File: config.mk
export PLATFORM = sky130hd
export DESIGN_NAME = tl_multiway_ctrl
export DESIGN_NICKNAME = d
export VERILOG_FILES = /design/src/rtl/tl_pkg.sv /design/src/rtl/tl_bcd_down_timer.sv /design/src/rtl/tl_multiway_ctrl.sv
export SDC_FILE = /design/constraint.sdc
export NUM_CORES = 1
export LEC_CHECK = 0
export ABC_AREA = 1
export BUFFER_PORTS_ARGS = -buffer_cell sky130_fd_sc_hd__buf_2
export CAP_MARGIN = 20
export CORE_ASPECT_RATIO = 0.9
export CORE_MARGIN = 10
export CORE_UTILIZATION = 55
export CTS_BUF_LIST = sky130_fd_sc_hd__clkbuf_2
export DETAILED_ROUTE_END_ITERATION = 7
export PLACE_DENSITY = 0.75
export SLEW_MARGIN = 20
export SYNTH_ARGS = -nofsm -noshare
export SYNTH_HDL_FRONTEND = slang
export SYNTH_SLANG_ARGS = --single-unit
File: constraint.sdc
create_clock -name i_clk -period 2.44 [get_ports i_clk]
set_clock_uncertainty 0.1 [all_clocks]
set_input_delay 0.244 -clock i_clk [delete_from_list [all_inputs] [get_ports i_clk]]
set_output_delay 0.244 -clock i_clk [all_outputs]
set_load 0.1 [all_outputs]
File: src/rtl/tl_pkg.sv
// Shared types and constants for the multi-way traffic-light controller.
// Colours are one-hot {G,Y,R}; timers hold two BCD digits.
package tl_pkg;

  typedef logic [3:0] bcd_digit_t;

  typedef struct packed {
    bcd_digit_t tens;
    bcd_digit_t units;
  } bcd2_t;

  typedef enum logic [1:0] {
    ALL_RED,
    GREEN,
    YELLOW,
    FLASH
  } state_e;

  localparam logic [2:0] C_GREEN  = 3'b100;
  localparam logic [2:0] C_YELLOW = 3'b010;
  localparam logic [2:0] C_RED    = 3'b001;
  localparam logic [2:0] C_OFF    = 3'b000;

  // Converts a 0..99 second count into two BCD digits at elaboration time.
  function automatic bcd2_t to_bcd2(input int v);
    bcd2_t r;
    r.tens  = 4'((v / 10) % 10);
    r.units = 4'(v % 10);
    return r;
  endfunction

endpackage

File: src/rtl/tl_bcd_down_timer.sv
// Two-digit BCD seconds countdown; loads on phase entry and stops at 01.
// o_done pulses on a tick while the value reads 01.
module tl_bcd_down_timer
  import tl_pkg::*;
#(
  parameter bcd2_t RESET_VAL = 8'h01
) (
  input  logic  i_clk,
  input  logic  i_rst_n,
  input  logic  i_load,
  input  bcd2_t i_load_val,
  input  logic  i_tick,
  output bcd2_t o_value,
  output logic  o_done
);

  bcd2_t r_value;
  logic  w_is_one;

  assign w_is_one = (r_value == bcd2_t'(8'h01));
  assign o_done   = w_is_one & i_tick;
  assign o_value  = r_value;

  // Holding at 01 lets the owner keep a phase alive with the display frozen.
  always_ff @(posedge i_clk or negedge i_rst_n) begin
    if (!i_rst_n) begin
      r_value <= RESET_VAL;
    end else if (i_load) begin
      r_value <= i_load_val;
    end else if (i_tick && !w_is_one && (r_value != '0)) begin
      if (r_value.units == 4'd0) begin
        r_value.units <= 4'd9;
        r_value.tens  <= r_value.tens - 4'd1;
      end else begin
        r_value.units <= r_value.units - 4'd1;
      end
    end
  end

endmodule

File: src/rtl/tl_multiway_ctrl.sv
// N-way traffic-light controller: way 0 rests on green, side ways are served
// round-robin on latched requests, with all-red clearance and a night flash mode.
module tl_multiway_ctrl
  import tl_pkg::*;
#(
  parameter int N_WAYS   = 2,
  parameter int CLK_DIV  = 50000000,
  parameter int T_GREEN  = 30,
  parameter int T_YELLOW = 5,
  parameter int T_ALLRED = 1,
  localparam int AW = (N_WAYS > 1) ? $clog2(N_WAYS) : 1
) (
  input  logic                  i_clk,
  input  logic                  i_rst_n,
  input  logic [N_WAYS-1:0]     i_car_req,
  input  logic                  i_flash_en,
  output logic [3*N_WAYS-1:0]   o_color,
  output logic [8*N_WAYS-1:0]   o_count_bcd,
  output logic [AW-1:0]         o_active_way,
  output logic                  o_tick_1hz
);

  localparam int PW = (CLK_DIV > 1) ? $clog2(CLK_DIV) : 1;
  localparam bcd2_t BCD_GREEN  = to_bcd2(T_GREEN);
  localparam bcd2_t BCD_YELLOW = to_bcd2(T_YELLOW);
  localparam bcd2_t BCD_ALLRED = to_bcd2(T_ALLRED);
  localparam logic [N_WAYS-1:0] SIDE_MASK = {{(N_WAYS-1){1'b1}}, 1'b0};
  localparam logic [N_WAYS-1:0] ONE_HOT0  = {{(N_WAYS-1){1'b0}}, 1'b1};

  logic [PW-1:0]     r_presc;
  logic [N_WAYS-1:0] r_req_s1;
  logic [N_WAYS-1:0] r_req_s2;
  logic              r_flash_s1;
  logic              r_flash_s2;
  state_e            r_state;
  logic [AW-1:0]     r_active_way;
  logic [AW-1:0]     r_next_way;
  logic [N_WAYS-1:0] r_pending;
  logic              r_blink;

  logic              w_tick;
  logic              w_done;
  bcd2_t             w_timer;
  logic [N_WAYS-1:0] w_busy;
  logic [N_WAYS-1:0] w_pending_lat;
  logic [AW-1:0]     w_scan_way;
  logic              w_flash_go;
  logic              w_leave_flash;
  logic              w_ar_exp;
  logic              w_g_exp;
  logic              w_y_exp;
  logic              w_load;
  bcd2_t             w_load_val;

  assign w_tick     = (r_presc == PW'(CLK_DIV - 1));
  assign o_tick_1hz = w_tick;

  always_ff @(posedge i_clk or negedge i_rst_n) begin
    if (!i_rst_n) begin
      r_presc    <= '0;
      r_req_s1   <= '0;
      r_req_s2   <= '0;
      r_flash_s1 <= 1'b0;
      r_flash_s2 <= 1'b0;
    end else begin
      r_presc    <= w_tick ? '0 : r_presc + PW'(1);
      r_req_s1   <= i_car_req;
      r_req_s2   <= r_req_s1;
      r_flash_s1 <= i_flash_en;
      r_flash_s2 <= r_flash_s1;
    end
  end

  always_comb begin
    w_busy = '0;
    if ((r_state == GREEN) || (r_state == YELLOW)) begin
      w_busy[r_active_way] = 1'b1;
    end
  end

  assign w_pending_lat = (r_state == FLASH) ? '0
                       : ((r_pending | (r_req_s2 & ~w_busy)) & SIDE_MASK);

  // Scanning downwards lets the nearest pending way after the active one win.
  always_comb begin
    w_scan_way = '0;
    for (int k = N_WAYS - 1; k >= 1; k--) begin
      if ((((int'(r_active_way) + k) % N_WAYS) != 0) &&
          r_pending[(int'(r_active_way) + k) % N_WAYS]) begin
        w_scan_way = AW'((int'(r_active_way) + k) % N_WAYS);
      end
    end
  end

  assign w_flash_go    = w_tick & r_flash_s2;
  assign w_leave_flash = (r_state == FLASH)   & w_tick & ~r_flash_s2;
  assign w_ar_exp      = (r_state == ALL_RED) & w_done & ~r_flash_s2;
  assign w_g_exp       = (r_state == GREEN)   & w_done & ~r_flash_s2 &
                         ((r_active_way != '0) | (|r_pending));
  assign w_y_exp       = (r_state == YELLOW)  & w_done & ~r_flash_s2;

  assign w_load     = w_leave_flash | w_ar_exp | w_g_exp | w_y_exp;
  assign w_load_val = w_ar_exp ? BCD_GREEN : (w_g_exp ? BCD_YELLOW : BCD_ALLRED);

  tl_bcd_down_timer #(
    .RESET_VAL (BCD_ALLRED)
  ) u_timer (
    .i_clk      (i_clk),
    .i_rst_n    (i_rst_n),
    .i_load     (w_load),
    .i_load_val (w_load_val),
    .i_tick     (w_tick),
    .o_value    (w_timer),
    .o_done     (w_done)
  );

  // Grant on green entry beats a request latched in the same cycle.
  always_ff @(posedge i_clk or negedge i_rst_n) begin
    if (!i_rst_n) begin
      r_state      <= ALL_RED;
      r_active_way <= '0;
      r_next_way   <= '0;
      r_pending    <= '0;
      r_blink      <= 1'b1;
    end else begin
      r_pending <= w_pending_lat;
      if (w_flash_go) begin
        r_state   <= FLASH;
        r_pending <= '0;
        r_blink   <= (r_state == FLASH) ? ~r_blink : 1'b1;
      end else if (w_leave_flash) begin
        r_state    <= ALL_RED;
        r_next_way <= '0;
        r_blink    <= 1'b1;
      end else if (w_ar_exp) begin
        r_state      <= GREEN;
        r_active_way <= r_next_way;
        r_pending    <= w_pending_lat & ~(ONE_HOT0 << r_next_way);
      end else if (w_g_exp) begin
        r_state <= YELLOW;
      end else if (w_y_exp) begin
        r_state    <= ALL_RED;
        r_next_way <= w_scan_way;
      end
    end
  end

  always_comb begin
    o_color      = '0;
    o_count_bcd  = '0;
    o_active_way = r_active_way;
    for (int i = 0; i < N_WAYS; i++) begin
      o_color[3*i +: 3]     = C_RED;
      o_count_bcd[8*i +: 8] = '0;
      if (r_state == FLASH) begin
        o_color[3*i +: 3] = r_blink ? C_YELLOW : C_OFF;
      end else if ((r_state != ALL_RED) && (r_active_way == AW'(i))) begin
        o_color[3*i +: 3]     = (r_state == GREEN) ? C_GREEN : C_YELLOW;
        o_count_bcd[8*i +: 8] = w_timer;
      end
    end
  end

endmodule
==> results of run 1 <==
-- kinds of logic after synthesis --
logic type,count (synthesis),synth area share
AND/OR/NAND/NOR,220,0.386
buffers and inverters,61,0.0839
flip-flops,44,0.388
AO/OA/AOI/OAI,34,0.0681
XOR/XNOR,10,0.0308
adder cells (fa/ha/maj),10,0.0439
-- flip-flops by register name, indices dropped and copies added (netlist names) --
signal and count:
u_timer.o_value 8, r_req_s1 1, r_req_s2 1, o_active_way 1
r_pending 1, r_presc 26, r_blink 1, r_flash_s1 1
r_next_way 1, r_state 2, r_flash_s2 1
-- where the power goes --
part           switching, mW  leakage, nW  internal (mW)  total (mW)
logic                 0.0194         1.03        0.00772      0.0271
clock network          0.240       0.0430          0.176       0.416
registers            0.00168        0.577          0.734       0.736
total                  0.261         1.65          0.918        1.18
-- cell type report --
type                       instances  area [µm²]
tap                               65        81.3
sequential                        44        1110
inverter                          57         218
timing repair buffer              40         538
multi-input combinational        274        1720
clock buffer                       6        30.0
fill                             348        1190
clock inverter                     2        35.0
-- what timing repair did --
action                                 in CTS  in global routing
hold buffers                                3                  0
pin swaps                                   1                  2
setup buffers                               1                  2
resized for setup                           3                  4
setup endpoints to repair                  11                 20
endpoints found under the hold margin      29                  0
-- metal layers --
metal | track usage | share of wire
met4 | 0.0428 | 0.0092
met1 | 0.255 | 0.48
met2 | 0.252 | 0.44
met5 | 0 | 0
met3 | 0.0364 | 0.067
-- metrics by stage --
stage               total power, mW  cell area (µm²)
floorplan                     0.751             3080
global placement              0.772             3600
detailed placement            0.773             3600
CTS                            1.19             3710
global route                   1.22             3730
finish                         1.18             3730
-- cell usage in the layout, fill, tap and decap left out, drive strengths merged --
cell type	netlist	layout
o21ai	16	16
nand4	15	15
inv	54	54
ha	10	10
buf	2	35
nor2	73	73
bufinv	0	1
a211oi	1	1
a31oi	4	4
nand2	73	73
nor4	3	3
clkinv	3	4
nand3	31	31
a21boi	1	1
xnor2	1	1
o2111a	1	1
nor3	24	24
xor2	9	9
nand3b	1	1
a21oi	9	9
clkbuf	2	8
o221ai	1	1
dlygate4sd3	0	3
dfstp	2	2
o2111ai	1	1
dfrtp	42	42
-- worst min path at each step --
stage	start	to	slack (ns)	cells after the start
2_1_floorplan	i_rst_n	r_flash_s1$_DFF_PN0_	-0.15	0
3_5_place_dp	i_rst_n	r_presc[0]$_DFF_PN0_	0.21	1
3_3_place_gp	i_rst_n	r_presc[2]$_DFF_PN0_	0.21	1
6_report	i_rst_n	r_presc[2]$_DFF_PN0_	0.25	2
4_1_cts	i_rst_n	r_presc[0]$_DFF_PN0_	0.25	2
5_1_grt	i_rst_n	r_presc[2]$_DFF_PN0_	0.26	2
==> results.ini, run 1 <==
[setup_path]
crit_type = flop to output port
cp.depth = 6
start_kind = flop
worstSetupStartpoint = r_state[1]$_DFFE_PN0P_
cp-end-kind = output port
cp.arrival_ns = 2.02
rrSetupSlack_ns = 0.24
slowest_stage = dfrtp_1
r2r_end = r_state[0]$_DFFE_PN0P_
path_cells = ha_2 > inv_1 > nand2_1 > o21ai_1 > nor2_4 > buf_12
critPathMaxStageDelay_ns = 0.43
critPathTopFamily = flip-flops
r2r_cells = 11
path_max_fanout = 8
r2r_start = u_timer.o_value[4]$_DFFE_PN0P_
required_ns = 2.10
critPathBufInv = 2
worstSetupEndpoint = o_color[1]

[drt]
antenna_left = 0
drc = 0
routed_wl_um = 6960
vias_per_cell = 5.42
wire_per_inst_um = 14.3
drt_pass1_iterations = 7
drt_iter0_markers = 237
route.vias.total = 2645

[synth]
syn_area_um2 = 2850
async_flop_share = 1.00
synth_edf_count = 0
ys_seq_elements = 44
yosysMostFrequentCell = nand2_1
synth-main-ff-cell = dfrtp_1
synth_top_area_frac = 0.369
syn_nets = 394
ys_warn_count = 0
synth_area_leaders = dfrtp_1, nand2_1, nor2_1
synth.largest_area_cell = dfrtp_1
synth_seq_area_share = 0.388
avgSynthCellArea_um2 = 7.51
synthCells = 379
ys_types = 35
synthTopCellsByCount = nand2_1, nor2_1, inv_1

[clock_network]
cts_max_path_buffers = 2
clk_latency_ns = 0.41
clk_pin_slew_worst_paths_ns = 0.24
htree_levels = 2
clock-sinks = 44
cts_tree = built
cts_root_buf = clkbuf_2
cts_buffers = 5

[floorplanning]
die_w_um = 95.9
die_area_um2 = 8460
initial_core_util = 0.578
io_pins = 29
fp.dieH_um = 88.3
fp-row-count = 24
core-area_um2 = 4920

[placed_design]
gp_congestion = 0.897
dp_hpwl_um = 5590
detailedPlace.worstSlack_ns = 0.262
port_buffers = 27
place_inst = 474

[finish]
antenna_cells = 0
drive_above_1_share = 0.267
synthToLayoutAreaGrowth_pct = 31.1
utilization = 0.758
post_layout_nonfiller_instances = 488
fin_nets = 437

[global_route]
grt_overflow = 0
grt_usage = 0.173
first_global_vias = 2455
grt_max_degree = 31
antenna_found_initial = 0
grt_pass1_wl_um = 11900

[sta]
clock.fmax_ghz = 0.423
hold_ws_ns = 0.249
period_needed_ns = 2.36
period_share = 0.968
slew_headroom = 0.557
finalHoldViolCount = 0
setup_slack_ns = 0.0776
rsz0062_at_grt = yes
fin_setup_tns_ns = 0
worstMarginPinSlew_ns = 0.665
drv_slew = 0
setup_viol = 0

[run_status]
status = finished, final reports clean

[pwr]
ir_drop_mv = 0.282
static-leakage-power_nw = 1.65
power.density_nw_per_um2 = 316

[min_path]
hold_path_class = input port to asynchronous set/reset pin

[flow_run]
maxCapViolations = 0

Power figures use the tool's default switching activity.
==> inputs of run 2 (changes only) <==
--- a/config.mk
+++ b/config.mk
@@ -5,7 +5,6 @@
 export SDC_FILE = /design/constraint.sdc
 export NUM_CORES = 1
 export LEC_CHECK = 0
-export ABC_AREA = 1
 export BUFFER_PORTS_ARGS = -buffer_cell sky130_fd_sc_hd__buf_2
 export CAP_MARGIN = 20
 export CORE_ASPECT_RATIO = 0.9
@@ -13,7 +12,7 @@
 export CORE_UTILIZATION = 55
 export CTS_BUF_LIST = sky130_fd_sc_hd__clkbuf_2
 export DETAILED_ROUTE_END_ITERATION = 7
-export PLACE_DENSITY = 0.75
+export PLACE_DENSITY = 0.76
 export SLEW_MARGIN = 20
 export SYNTH_ARGS = -nofsm -noshare
 export SYNTH_HDL_FRONTEND = slang
==> run 2 against run 1 <==
Net effect: fmax grew 1.9%; first-iteration DRC count down 39%; die area down 8.3%; flip-flop and latch count is the same; sequential share of layout area increased by 4.2 points; combinational power is 20% lower; core utilization is 2.4 points lower; total power fell by 11%; global-route usage is 2.8 points lower; largest power group unchanged.
==> results.ini, run 2 <==
[run_status]
status = finished, final reports clean

[finish]
ff_latch_area_um2 = 1110  ; +0.11%
layout_commonest_cell = dfrtp_1
post_layout_nonfiller_instances = 368  ; -25%
antenna_cells = 0  ; unchanged
largest_register = r_presc
fillCellCount = 326  ; -6.3%
fin_nets = 320  ; -27%
synthToLayoutAreaGrowth_pct = 28.4
largest_reg_flops = 26  ; unchanged
drive_above_1_share = 0.258  ; -0.00897
final_cell_mix = dfrtp_1, nor2_1, buf_12
multi_input_area_um2 = 1450  ; -16%

[sta]
setup_slack_ns = 0.122  ; +0.0446 ns
clock.fmax_ghz = 0.431  ; +1.9%
rsz0062_at_grt = yes
worstMarginPinSlew_ns = 0.489  ; -0.176 ns
hold_ws_ns = 0.184  ; -0.0649 ns
setup_viol = 0  ; unchanged
drv_slew = 0  ; unchanged
fin_setup_tns_ns = 0  ; unchanged
period_needed_ns = 2.32  ; -0.0446 ns
slew_headroom = 0.677  ; +0.120
period_share = 0.950  ; -0.0183
finalHoldViolCount = 0  ; unchanged

[clock_network]
htree_levels = 2  ; unchanged
clock-sinks = 44  ; unchanged
cts_tree = built
cts_max_path_buffers = 2  ; unchanged
cts_buffers = 5  ; unchanged
clk_latency_ns = 0.40  ; about the same
clk_pin_slew_worst_paths_ns = 0.22  ; -0.02 ns
cts_root_buf = clkbuf_2
post_cts_buffers = 0  ; -1

[synth]
synth_area_leaders = dfrtp_1, ha_1, nor2_1
synthCells = 264  ; -30%
synth_simple_gate_area_share = 0.304  ; -0.0819
synth_compound_area_frac = 0.0849  ; +0.0168
synth_top_area_frac = 0.412  ; +0.0433
ys_seq_elements = 44  ; unchanged
synth.largest_area_cell = dfrtp_1
yosysMostFrequentCell = dfrtp_1
syn_nets = 279  ; -29%
synth_top_family_by_area = simple AND/OR/NAND/NOR gates
synth_seq_area_share = 0.433  ; +0.0455
synthMuxAreaShare = 0.0123  ; +0.0123
synth-xor-area-share = 0.0859  ; +0.0552
synth_fa_ha_area_frac = 0.0491  ; +0.00516
async_flop_share = 1.00  ; unchanged
ys_warn_count = 0  ; unchanged
synthTopCellsByCount = dfrtp_1, nor2_1, and3_1
synth_edf_count = 0  ; unchanged
synth-main-ff-cell = dfrtp_1
ys_types = 48  ; +37%
avgSynthCellArea_um2 = 9.65  ; +28%
syn_area_um2 = 2550  ; -11%

[setup_path]
critPathMaxStageDelay_ns = 0.48  ; +0.05 ns
slowest_stage = dfrtp_2
critPathTopFamily = simple AND/OR/NAND/NOR gates
critPathBufInv = 1  ; -1
path_cells = and4bb_2 > nand3_1 > nor4_4 > buf_12
cp.arrival_ns = 1.97  ; -0.05 ns
start_kind = flop
required_ns = 2.10  ; about the same
path_max_fanout = 5  ; -3
crit_type = flop to output port
cp-end-kind = output port

[floorplanning]
die_w_um = 91.8  ; -4.3%
initial_core_util = 0.571  ; -0.00686
io_pins = 29  ; unchanged
fp.dieH_um = 84.6  ; -4.2%
core-area_um2 = 4460  ; -9.4%
fp-row-count = 23  ; -4.2%
die_area_um2 = 7760  ; -8.3%

[flow_run]
maxCapViolations = 0  ; unchanged

[drt]
drc = 0  ; unchanged
routed_wl_um = 5430  ; -22%
wire_per_inst_um = 14.7  ; +3.3%
vias_per_cell = 5.50  ; +1.5%
route.vias.total = 2025  ; -23%
antenna_left = 0  ; unchanged
drt_pass1_iterations = 4  ; -3
drt_iter0_markers = 144  ; -39%

[pwr]
seq_power_share = 0.698  ; +0.074
p_int_mw = 0.812  ; -12%
p_comb_frac = 0.021  ; -0.002
power.switching_mw = 0.243  ; -6.7%
static-leakage-power_nw = 1.50  ; -9.1%
power.density_nw_per_um2 = 322  ; +2.1%
clkPwrFrac = 0.282  ; -0.071
ir_drop_mv = 0.285  ; +0.90%
power_mw = 1.06  ; -11%
switching_share = 0.231  ; +0.00939

[placed_design]
place_inst = 357  ; -25%
gp_congestion = 0.854  ; -4.8%
dp_hpwl_um = 4110  ; -26%
detailedPlace.worstSlack_ns = 0.127  ; -0.135 ns
port_buffers = 27  ; unchanged

[global_route]
antenna_found_initial = 0  ; unchanged
grt_overflow = 0  ; unchanged
grt_max_degree = 27  ; -13%
grt_usage = 0.145  ; -0.0281
grt_pass1_wl_um = 9630  ; -19%
first_global_vias = 2095  ; -15%

[min_path]
hold_path_class = input port to asynchronous set/reset pin

## run 2: cell count changes after synthesis, moves of 10 or more
cell | before | now
and3_1 | 0 | 17
inv_1 | 52 | 13
nand2_1 | 62 | 14
nand2_2 | 10 | 0
nand3_1 | 26 | 13
nor2_1 | 55 | 33
nor2_2 | 10 | 0
nor3_1 | 23 | 7
xnor2_1 | 1 | 11
## run 2: final cells by class
class | count | area share
timing repair buffer | 41 | 0.166
multi-input combinational | 200 | 0.444
clock inverter | 2 | 0.00344
clock buffer | 6 | 0.00918
tap | 62 | 0.0237
inverter | 13 | 0.0149
sequential | 44 | 0.339
## run 2: per-stage QoR
stage                util  instance area [µm²]
floorplan               -                 2590
global placement    0.705                 3140
detailed placement  0.705                 3140
CTS                 0.723                 3220
global route        0.734                 3270
finish              0.734                 3270
## run 2: cell families (layout without fill, tap and decap cells)
family	Yosys count	after routing
and+or+nand+nor	128	128
DFF	44	44
AOI/OAI and AO/OA	34	34
xor gates and xnor gates	25	25
buffers and inverters	20	62
adders and majority gates	10	10
muxes	3	3
## run 2: timing repair
action | CTS | global route
endpoints found under the hold margin | 20 | 0
resized for setup | 4 | 14
endpoints found under the setup margin | 14 | 26
hold buffers | 3 | 0
pin swaps | 0 | 1
## run 2: worst paths after layout
check	startpoint	end	slack (ns)	cells after the start
hold reg to reg	r_req_s1[1]$_DFF_PN0_	r_req_s2[1]$_DFF_PN0_	0.28	0
hold / removal	i_rst_n	u_timer.o_value[5]$_DFFE_PN0P_	0.18	2
min in group i_clk	r_req_s1[1]$_DFF_PN0_	r_req_s2[1]$_DFF_PN0_	0.28	0
max in group asynchronous	i_rst_n	r_presc[7]$_DFF_PN0_	1.33	3
setup reg to reg	u_timer.o_value[4]$_DFFE_PN0P_	o_active_way$_DFFE_PN0P_	0.19	7
setup / recovery	r_presc[7]$_DFF_PN0_	o_tick_1hz	0.12	4
## run 2: power by group through the flow
stage / clock [mW] / combinational [mW] / sequential, mW
after floorplan: 0 / 0.00106 / 0.748
after global placement: 0 / 0.0186 / 0.749
after detailed placement: 0 / 0.0192 / 0.749
after CTS: 0.316 / 0.0227 / 0.736
after global routing: 0.336 / 0.0250 / 0.737
final: 0.297 / 0.0218 / 0.736
## run 2: routing by layer
layer / wire [µm] / vias to the layer above / part of all wire / track usage
li1: - / 1006 / - / -
met1: 2410 / 956 / 0.44 / 0.173
met2: 2670 / 56 / 0.49 / 0.252
met3: 270 / 7 / 0.050 / 0.0365
met4: 66 / 0 / 0.012 / 0.0434
met5: 0 / - / 0 / 0
==> inputs of run 3 (changes only) <==
--- a/config.mk
+++ b/config.mk
@@ -7,12 +7,14 @@
 export LEC_CHECK = 0
 export BUFFER_PORTS_ARGS = -buffer_cell sky130_fd_sc_hd__buf_2
 export CAP_MARGIN = 20
+export CELL_PAD_IN_SITES_DETAIL_PLACEMENT = 0
+export CELL_PAD_IN_SITES_GLOBAL_PLACEMENT = 1
 export CORE_ASPECT_RATIO = 0.9
 export CORE_MARGIN = 10
-export CORE_UTILIZATION = 55
+export CORE_UTILIZATION = 47
 export CTS_BUF_LIST = sky130_fd_sc_hd__clkbuf_2
 export DETAILED_ROUTE_END_ITERATION = 7
-export PLACE_DENSITY = 0.76
+export PLACE_DENSITY_LB_ADDON = 0.1
 export SLEW_MARGIN = 20
 export SYNTH_ARGS = -nofsm -noshare
 export SYNTH_HDL_FRONTEND = slang
==> run 3 against run 2 <==
Net effect: die area is 13% higher; total power is 11% higher; worst hold slack worse by 0.029 ns; via count is 1.7% higher; clock-buffer cell count stayed put; non-clock buffer count is 11 higher; critical path type unchanged; critical endpoint unchanged.
==> results.ini, run 3 (same netlist as run 2, synthesis figures left out) <==
[run_status]
status = finished, final reports clean

[flow_run]
maxCapViolations = 0  ; unchanged

[clock_network]
clock-sinks = 44  ; unchanged
cts_tree = built
clk_latency_ns = 0.41  ; about the same
cts_buffers = 5  ; unchanged
htree_levels = 2  ; unchanged
cts_root_buf = clkbuf_2
clk_pin_slew_worst_paths_ns = 0.23  ; about the same
cts_max_path_buffers = 2  ; unchanged

[floorplanning]
core-area_um2 = 5260  ; +18%
initial_core_util = 0.485  ; -0.0864
die_w_um = 97.6  ; +6.4%
fp-row-count = 25  ; +8.7%
io_pins = 29  ; unchanged
die_area_um2 = 8770  ; +13%
fp.dieH_um = 89.9  ; +6.2%

[global_route]
first_global_vias = 2115  ; +0.95%
grt_pass1_wl_um = 10000  ; +4.4%
grt_max_degree = 28  ; +3.7%
antenna_found_initial = 0  ; unchanged
grt_usage = 0.132  ; -0.0131
grt_overflow = 0  ; unchanged

[drt]
drc = 0  ; unchanged
antenna_left = 0  ; unchanged
route.vias.total = 2059  ; +1.7%
drt_iter0_markers = 45  ; -69%
drt_pass1_iterations = 4  ; unchanged
vias_per_cell = 5.36  ; -2.6%
wire_per_inst_um = 14.4  ; -2.3%
routed_wl_um = 5530  ; +2.0%

[setup_path]
path_max_fanout = 3  ; -2
required_ns = 2.10  ; about the same
cp-end-kind = output port
crit_type = flop to output port
cp.arrival_ns = 1.97  ; about the same
start_kind = flop

[finish]
drive_above_1_share = 0.271  ; +0.0131
largest_reg_flops = 26  ; unchanged
synthToLayoutAreaGrowth_pct = 32.2
fillCellCount = 453  ; +39%
fin_nets = 331  ; +3.4%
layout_commonest_cell = dfrtp_1
antenna_cells = 0  ; unchanged
multi_input_area_um2 = 1440  ; -0.52%
largest_register = r_presc
final_cell_mix = dfrtp_1, nor2_1, buf_4
ff_latch_area_um2 = 1100  ; -0.45%

[placed_design]
gp_congestion = 0.794  ; -7.0%
dp_hpwl_um = 4150  ; +0.89%
port_buffers = 27  ; unchanged

[sta]
slew_headroom = 0.676  ; about the same
worstMarginPinSlew_ns = 0.489  ; +0.000549 ns
drv_slew = 0  ; unchanged
hold_ws_ns = 0.155  ; -0.0294 ns
period_needed_ns = 2.32  ; +0.000459 ns
setup_viol = 0  ; unchanged
clock.fmax_ghz = 0.431  ; about the same
finalHoldViolCount = 0  ; unchanged
rsz0062_at_grt = no
fin_setup_tns_ns = 0  ; unchanged
period_share = 0.950  ; about the same

[pwr]
static-leakage-power_nw = 1.57  ; +4.7%
power.density_nw_per_um2 = 348  ; +7.8%
ir_drop_mv = 0.348  ; +22%

[min_path]
hold_path_class = input port to asynchronous set/reset pin

run 3: final timing paths:
| kind | startpoint | endpoint | slack, ns | depth (start not counted) |
|---|---|---|---|---|
| worst min register to register | r_flash_s1$_DFF_PN0_ | r_flash_s2$_DFF_PN0_ | 0.25 | 0 |
| min in group i_clk | r_flash_s1$_DFF_PN0_ | r_flash_s2$_DFF_PN0_ | 0.25 | 0 |
| max in group asynchronous | i_rst_n | r_blink$_DFFE_PN1P_ | 1.34 | 3 |
| worst max-delay path | r_presc[18]$_DFF_PN0_ | o_tick_1hz | 0.12 | 4 |
| worst max register to register | r_presc[24]$_DFF_PN0_ | u_timer.o_value[4]$_DFFE_PN0P_ | 0.25 | 6 |
| worst min-delay path | i_rst_n | r_presc[10]$_DFF_PN0_ | 0.16 | 2 |
run 3: what timing repair did:
item                                    4_1_cts  5_1_grt
pin swaps                                     1        4
resized for setup                             4        9
endpoints found under the setup margin       13       24
hold buffers                                  3        0
endpoints found under the hold margin        19        0
buffers inserted                              0        7
run 3: power by group:
group / total (mW) / leakage, nW / switching, mW / internal, mW
clock network: 0.413 / 0.0430 / 0.237 / 0.176
logic: 0.0222 / 0.945 / 0.0159 / 0.00627
registers: 0.736 / 0.579 / 0.00208 / 0.734
run 3: cell type report:
type,count,share of cell area
clock buffers,6,0.00892
clock inverters,2,0.0104
inverters,13,0.0145
multi-input cells,200,0.429
flip-flops and latches,44,0.328
well taps,67,0.0249
repair buffers,52,0.185
run 3: per-layer routing:
| metal | global-route usage | vias to the layer above | wire (µm) |
|---|---|---|---|
| met1 | 0.164 | 989 | 2580 |
| li1 | - | 1033 | - |
| met2 | 0.217 | 31 | 2650 |
| met4 | 0.0387 | 0 | 65 |
| met5 | 0 | - | 0 |
| met3 | 0.0367 | 6 | 239 |
run 3: metrics by stage:
step	util	area, µm²	cells	worst slack (ns)	power [mW]
4_1_cts	0.626	3290	378	0.00275	1.19
2_1_floorplan	-	2590	264	-0.169	0.749
5_1_grt	0.641	3370	384	0.00172	1.22
3_3_place_gp	0.606	3190	367	0.156	0.768
3_5_place_dp	0.606	3190	367	0.172	0.768
6_report	0.641	3370	384	0.122	1.17
run 3: worst max-delay path, cell delays in order (launching register included):
cell,delay (ns)
dfrtp_1,0.47
nor4b_4,0.41
nand2_1,0.14
nor4_4,0.32
buf_12,0.22
